<file path="src/rtl/nrisc_pkg.sv">
// Shared types for the NRISC shared-memory arbiter: FSM states, core id and access op.
package nrisc_pkg;

    typedef logic [1:0] state_t;

    localparam state_t IDLE = 2'd0;
    localparam state_t ACC  = 2'd1;
    localparam state_t RESP = 2'd2;

    typedef logic core_id_t;

    typedef enum logic {
        OP_READ  = 1'b0,
        OP_WRITE = 1'b1
    } op_t;

endpackage

</file>
<file path="src/rtl/rr_pick2.sv">
// Combinational 2-way round-robin picker: on a tie the requester that was not granted last wins.
module rr_pick2
    import nrisc_pkg::*;
(
    input  logic [1:0] req,
    input  core_id_t   last,
    output core_id_t   grant,
    output logic       valid
);

    always_comb begin
        valid = |req;
        if (&req) begin
            grant = ~last;
        end else begin
            grant = core_id_t'(req[1]);
        end
    end

endmodule

</file>
<file path="src/rtl/shared_mem_arbiter.sv">
// Two-core arbiter for the single-port shared data RAM: round-robin grant, then an
// IDLE -> ACC (-> RESP) sequence that drives the RAM and returns done/rdata to the winner.
module shared_mem_arbiter
    import nrisc_pkg::*;
#(
    parameter int unsigned TAM      = 16,
    parameter int unsigned LDataMem = 8
) (
    input  logic                clk,
    input  logic                rst,
    input  logic                load0,
    input  logic                load1,
    input  logic                write0,
    input  logic                write1,
    input  logic [TAM-1:0]      addr0,
    input  logic [TAM-1:0]      addr1,
    input  logic [TAM-1:0]      wdata0,
    input  logic [TAM-1:0]      wdata1,
    output logic [TAM-1:0]      rdata0,
    output logic [TAM-1:0]      rdata1,
    output logic                done0,
    output logic                done1,
    output logic                stall0,
    output logic                stall1,
    output logic [LDataMem-1:0] mem_addr,
    output logic [TAM-1:0]      mem_wdata,
    output logic                mem_we,
    output logic                mem_re,
    input  logic [TAM-1:0]      mem_rdata
);

    state_t               state_q, state_d;
    core_id_t             last_q, last_d;
    core_id_t             id_q, id_d;
    op_t                  op_q, op_d;
    logic [LDataMem-1:0]  addr_d;
    logic [TAM-1:0]       wdata_d;
    logic                 we_d, re_d, done0_d, done1_d;
    logic [TAM-1:0]       rdata0_d, rdata1_d;
    core_id_t             pick_id;
    logic                 pick_valid;

    // Upper address bits are deliberately discarded (address wrap).
    logic unused_addr_bits;
    assign unused_addr_bits = ^{addr0[TAM-1:LDataMem], addr1[TAM-1:LDataMem]};

    // Masking with done keeps the finishing core from being re-granted in its done cycle.
    assign stall0 = (load0 | write0) & ~done0;
    assign stall1 = (load1 | write1) & ~done1;

    rr_pick2 u_pick (
        .req   ({stall1, stall0}),
        .last  (last_q),
        .grant (pick_id),
        .valid (pick_valid)
    );

    always_ff @(posedge clk or posedge rst) begin
        if (rst) begin
            state_q   <= IDLE;
            last_q    <= 1'b1;
            id_q      <= 1'b0;
            op_q      <= OP_READ;
            mem_addr  <= '0;
            mem_wdata <= '0;
            mem_we    <= 1'b0;
            mem_re    <= 1'b0;
            done0     <= 1'b0;
            done1     <= 1'b0;
            rdata0    <= '0;
            rdata1    <= '0;
        end else begin
            state_q   <= state_d;
            last_q    <= last_d;
            id_q      <= id_d;
            op_q      <= op_d;
            mem_addr  <= addr_d;
            mem_wdata <= wdata_d;
            mem_we    <= we_d;
            mem_re    <= re_d;
            done0     <= done0_d;
            done1     <= done1_d;
            rdata0    <= rdata0_d;
            rdata1    <= rdata1_d;
        end
    end

    always_comb begin
        state_d  = state_q;
        last_d   = last_q;
        id_d     = id_q;
        op_d     = op_q;
        addr_d   = mem_addr;
        wdata_d  = mem_wdata;
        we_d     = 1'b0;
        re_d     = 1'b0;
        done0_d  = 1'b0;
        done1_d  = 1'b0;
        rdata0_d = rdata0;
        rdata1_d = rdata1;

        case (state_q)
            IDLE: begin
                if (pick_valid) begin
                    id_d    = pick_id;
                    last_d  = pick_id;
                    addr_d  = pick_id ? addr1[LDataMem-1:0] : addr0[LDataMem-1:0];
                    wdata_d = pick_id ? wdata1 : wdata0;
                    op_d    = (pick_id ? write1 : write0) ? OP_WRITE : OP_READ;
                    // RAM strobes are registered, so they are set up on the grant edge.
                    we_d    = (op_d == OP_WRITE);
                    re_d    = (op_d == OP_READ);
                    state_d = ACC;
                end
            end
            ACC: begin
                if (op_q == OP_WRITE) begin
                    done0_d = (id_q == 1'b0);
                    done1_d = (id_q == 1'b1);
                    state_d = IDLE;
                end else begin
                    state_d = RESP;
                end
            end
            RESP: begin
                if (id_q) begin
                    rdata1_d = mem_rdata;
                end else begin
                    rdata0_d = mem_rdata;
                end
                done0_d = (id_q == 1'b0);
                done1_d = (id_q == 1'b1);
                state_d = IDLE;
            end
            default: begin
                state_d = IDLE;
            end
        endcase
    end

endmodule

</file>
<file path="config.mk">
export PLATFORM = sky130hd
export DESIGN_NAME = shared_mem_arbiter
export DESIGN_NICKNAME = d
export VERILOG_FILES = /design/src/rtl/nrisc_pkg.sv /design/src/rtl/rr_pick2.sv /design/src/rtl/shared_mem_arbiter.sv
export SDC_FILE = /design/constraint.sdc
export NUM_CORES = 1
export LEC_CHECK = 0
export ABC_AREA = 1
export CELL_PAD_IN_SITES_DETAIL_PLACEMENT = 1
export CELL_PAD_IN_SITES_GLOBAL_PLACEMENT = 2
export CORE_UTILIZATION = 22
export CTS_BUF_LIST = sky130_fd_sc_hd__clkbuf_16
export DETAILED_ROUTE_END_ITERATION = 16
export PLACE_DENSITY = 0.85
export REMOVE_ABC_BUFFERS = 1
export SLEW_MARGIN = 20
export SYNTH_ARGS = -nofsm -noshare
export SYNTH_HDL_FRONTEND = slang
export SYNTH_HIERARCHICAL = 1
export SYNTH_SLANG_ARGS = --single-unit
</file>
<file path="constraint.sdc">
create_clock -name clk -period 2.38 [get_ports clk]
set_input_delay 0.238 -clock clk [delete_from_list [all_inputs] [get_ports clk]]
set_output_delay 0.238 -clock clk [all_outputs]
set_load 0.1 [all_outputs]
</file>
==> results.md, run 1 <==
* Status: finished, final reports clean
* Postcts setup bufs at 0
* Post-synth top area cell: dfrtp_1
* # setup viols final at 0
* Syn Inst Count at 348
* H-tree levels at 3
* Post-synth EDFFs at 0
* Leading post-synthesis cells by cell area: dfrtp_1, nand2_1, o21ai_2
* Post-route DRC at 0
* Top Layer Used: met4
* Cell Area, Synth at 0.00299 mm^2
* Number of synthesized register bits at 65
* Sequential element share of the synthesized area at 54.4%
* Yosys cell types at 19
* Area of the core at 0.0132 mm^2
* Largest net degree at the start of global routing at 33
* Slew Viols, Final at 0
* DRT antenna net count at 0
* Root Driver: clkbuf_16
* Clock buffer depth at 2
* Antenna violations before repair at 0
* Total Die Area at 0.0141 mm^2
* Total grt overflow at 0
* Drt wl/cell at 12.9 um
* Design area at 0.00455 mm^2
* Avg Inst Size Synth at 8.59 um^2
* Clock Latency Late Sink at 320 ps
* Worst path required time at 2560 ps
* Tcrit/Tclk final at 71.0%
* Layout Skew at 9.36 ps
* Max_slew headroom at 47.0%
* Metal3 WL at 305 um
* Crit Path Category: register to register
* Num rows at 42
* Startpoint types: register
* Num ports at 148
* Vias in the first global route at 2915
* Initial DRT Pass Iterations at 4
* Final wirelength at 8500 um
* Total number of vias at 2658
* Ys flop type: dfrtp_1
* Ys async rst share at 100%
* Initial drt markers at 68
* Routed wl met2 at 4560 um
* Tightest Pin Transition at 792 ps
* Crit. End Element: register
* Most frequent cells after synthesis: nand2_1, dfrtp_1, inv_1
* DR vias/cell at 4.03
* Fillers at 1598
* Most frequent cell after synthesis: nand2_1
* Share of cells above drive strength 1 at 23.2%
* Fin nets at 567
* Final Hold Viols at 0
* Yosys top cell area share at 53.6%
* CP max FO at 32
* Clock sink total at 65
* Total CTS buffers at 9
* Post-cts sizing count at 0
* Post-layout minimum cycle time at 1690 ps
* PortBufs at 131
* Worst path arrival time at 1870 ps
* CTS clk-pin slew, worst paths at 50 ps
* Cts hold-fix bufs at 0
* M1 WL at 3550 um
* RSZ-0062 raised after global routing: no
* Starting density of the core at 22.6%
* Area growth from synthesis to layout at 52.1%
* Total track usage at 12.7%
* Routability cong. at 0.679
* Hold crit path type: primary input to asynchronous set/reset pin
* First-pass GRT wire length at 14200 um
* Die span in y at 119 um
* Highest clock rate at 591 MHz
* # diodes at 0
* Die Width at 119 um
* Placed cell areas at 0.00424 mm^2
* CTS tree: done
* Post-detail-place hpwl at 6260 um
* Max-cap violation count at 0
* Yosys warns at 6
[worst max-delay path: stages (launching register included)]
cell	delay (ps)
dfrtp_1	380
inv_1	110
ha_1	270
nand2_2	480
nand2_1	240
o21ai_2	70
[layout by cell type (no fill, tap or decap)]
master           Yosys  routed
inv_1               23      25
o21ai_0             13      13
dfstp_2              1       1
buf_12               1       2
o21ai_1              6       6
clkinv_1             0       1
nand2_2             11      11
nor2_1               8       8
clkdlybuf4s50_1      0      69
bufinv_16            0       2
inv_2                2       3
a21oi_1              2       1
clkbuf_16            0       9
buf_4                3      64
o21ai_2             16      16
nand2_1            180     180
dfrtp_1             64      64
clkinv_2             0       1
nand2_4              1       1
or2_1                1       1
ha_1                 3       3
inv_8                1       1
a21oi_2              0       1
[metal layers]
metal	track usage (%)	up-vias
met5	0	-
met4	4.03	0
met3	2.65	8
met2	23.9	56
met1	14.0	1283
li1	-	1311
[final timing paths]
check,end,slack (ps),cells after the start,startpoint
worst min register to register,mem_wdata[0],480,2,mem_wdata[0]
max in group asynchronous,state_q[1],1460,3,rst
worst min-delay path,rdata1[10],340,2,rst
min in group clk,mem_wdata[0],480,2,mem_wdata[0]
worst max register to register,rdata1[3],690,5,state_q[0]
worst max-delay path,rdata1[3],690,5,state_q[0]
[sequential cells by signal, indices dropped and copies added (netlist names)]
| signal | count |
|---|---|
| op_q | 1 |
| mem_wdata | 16 |
| mem_addr | 8 |
| rdata1 | 16 |
| id_q | 1 |
| mem_re | 1 |
| state_q | 2 |
| mem_we | 1 |
| done1 | 1 |
| done0 | 1 |
| last_q | 1 |
| rdata0 | 16 |
[final cells by class]
| type | instances | area, um^2 | area share [%] |
|---|---|---|---|
| tap | 176 | 220 | 4.84 |
| multi-input combinational | 241 | 1080 | 23.7 |
| clock inverter | 7 | 80.1 | 1.76 |
| inverter | 26 | 105 | 2.31 |
| sequential | 65 | 1630 | 35.8 |
| clock buffer | 9 | 225 | 4.95 |
| timing repair buffer | 135 | 1210 | 26.6 |
[stage by stage]
| stage | TNS [ps] | cells | util, % | hold slack, ps | worst slack (ps) |
|---|---|---|---|---|---|
| 2_1_floorplan | -50270 | 332 | - | 395 | -1750 |
| 3_3_place_gp | 0 | 643 | 32.0 | 467 | 430 |
| 3_5_place_dp | 0 | 643 | 32.0 | 468 | 420 |
| 4_1_cts | 0 | 659 | 34.3 | 362 | 633 |
| 5_1_grt | 0 | 659 | 34.3 | 419 | 519 |
| 6_report | 0 | 659 | 34.3 | 341 | 689 |
[logic make-up (layout without fill, tap and decap cells)]
family / count (synthesis) / count (layout) / share of synthesized area (%)
compound gates: 37 / 37 / 8.20
fa+ha+maj: 3 / 3 / 1.26
buf+inv: 42 / 177 / 9.62
flops: 65 / 65 / 54.4
simple gates: 201 / 201 / 26.5
Power of run 1 is not shown: default switching activity piles up to over one toggle a cycle in this logic, so the estimate is an artifact.
==> run 2, diff against run 1 <==
==> constraint.sdc (replaced) <==
create_clock -name clk -period 1.7 [get_ports clk]
set_input_delay 0.17 -clock clk [delete_from_list [all_inputs] [get_ports clk]]
set_output_delay 0.17 -clock clk [all_outputs]
set_load 0.1 [all_outputs]
==> run 2 against run 1 <==
  * Via count grew 1.7%
  * Clock skew is 5.6 ps lower
  * Clock-buffer cell count is the same
  * Largest cell class unchanged
  * Setup slack lost 480 ps
==> results.md, run 2 (synthesized netlist as in run 1, its figures left out) <==
* Status: finished, final reports clean
* Share of cells above drive strength 1 at 24.6%
* Largest net degree at the start of global routing at 33
* Die span in y at 119 um
* Total number of vias at 2703
* Largest regs: mem_wdata (16), rdata0 (16), rdata1 (16)
* CTS tree: done
* Max_slew headroom at 70.6%
* Total grt overflow at 0
* Num ports at 148
* Fin nets at 575
* Starting density of the core at 22.6%
* Crit Path Category: register to register
* Die Width at 119 um
* DRT antenna net count at 0
* Total Die Area at 0.0141 mm^2
* Startpoint types: register
* Tcrit/Tclk final at 87.5%
* # diodes at 0
* # setup viols final at 0
* DR vias/cell at 4.05
* Drt wl/cell at 13.1 um
* Setup TNS at 0 ps
* CTS clk-pin slew, worst paths at 50 ps
* Highest clock rate at 673 MHz
* Root Driver: clkbuf_16
* R2r startpoint: done0
* Layout Skew at 3.73 ps
* Area of the core at 0.0132 mm^2
* Fin Hold WS at 164 ps
* CP max FO at 25
* Num rows at 42
* Vias in the first global route at 2956
* Initial drt markers at 87
* Clock buffer depth at 2
* Commonest non-fill, non-tap cell in the layout: nand2_1
* Flop-to-flop setup slack at 210 ps
* Slew Viols, Final at 0
* Clock Latency Late Sink at 320 ps
* Postcts setup bufs at 0
* Worst path required time at 1960 ps
* H-tree levels at 3
* Final wirelength at 8710 um
* Post-detail-place hpwl at 6570 um
* PortBufs at 131
* Crit. End Element: register
* Total track usage at 13.3%
* Most frequent cells in the layout: nand2_1, clkdlybuf4s50_1, buf_4
* R2r endpoint: mem_we
* Clock sink total at 65
* Area growth from synthesis to layout at 55.1%
* Worst path arrival time at 1740 ps
* Total CTS buffers at 9
* Antenna violations before repair at 0
* Routability cong. at 0.733
* Max-cap violation count at 0
* RSZ-0062 raised after global routing: no
* First-pass GRT wire length at 14800 um
* Hold crit path type: primary input to asynchronous set/reset pin
* Post-route DRC at 0
* Final Hold Viols at 0
* Reg2Reg Depth at 9
* Tightest Pin Transition at 440 ps
* Post-layout minimum cycle time at 1490 ps
* Initial DRT Pass Iterations at 4
run 2: worst max path at each step:
stage / startpoint / end / slack [ps] / cells past startpoint
CTS: done1 / id_q / 150 / 6
floorplan: done1 / op_q / -2430 / 8
global route: done0 / mem_we / 50 / 9
global placement: write0 / op_q / -30 / 11
detailed placement: write1 / id_q / -130 / 8
finish: done0 / mem_we / 210 / 9
run 2: worst max-delay path: stages (launching register included):
cell and delay [ps]:
dfrtp_1 390, nor2_1 200, buf_4 150, a21oi_2 50
buf_4 170, inv_8 160, nand2_1 70, nand2_1 90
nand2_1 70, inv_1 70
run 2: area by class of cell:
class | instances | area, um^2
Multi-Input combinational cell | 241 | 1080
Clock inverter | 7 | 56.3
Inverter | 26 | 108
Fill cell | 1628 | 8610
Clock buffer | 9 | 225
Tap cell | 176 | 220
Timing Repair Buffer | 143 | 1320
Sequential cell | 65 | 1630
run 2: routing by layer:
layer	vias to the layer above	routed length, um	GRT usage [%]	part of all wire [%]
met2	57	4680	24.2	54
met1	1312	3570	15.3	41
met5	-	0	0	0
met4	0	91	4.03	1.0
li1	1328	-	-	-
met3	6	363	3.04	4.2
run 2: metrics by stage:
step	instances	cell area [um^2]	worst slack, ps	util [%]
after global placement	651	4350	-27.2	32.9
after CTS	667	4630	154	35.0
after floorplan	332	2810	-2430	-
after detailed placement	651	4350	-125	32.9
after global routing	667	4640	53.8	35.0
final	667	4640	213	35.0
run 2: timing repair:
action                                  4_1_cts  5_1_grt
gates resized for setup                       0        2
endpoints found under the setup margin        0        1
hold buffers                                  0        0
Power of run 2 is left out for the same reason.
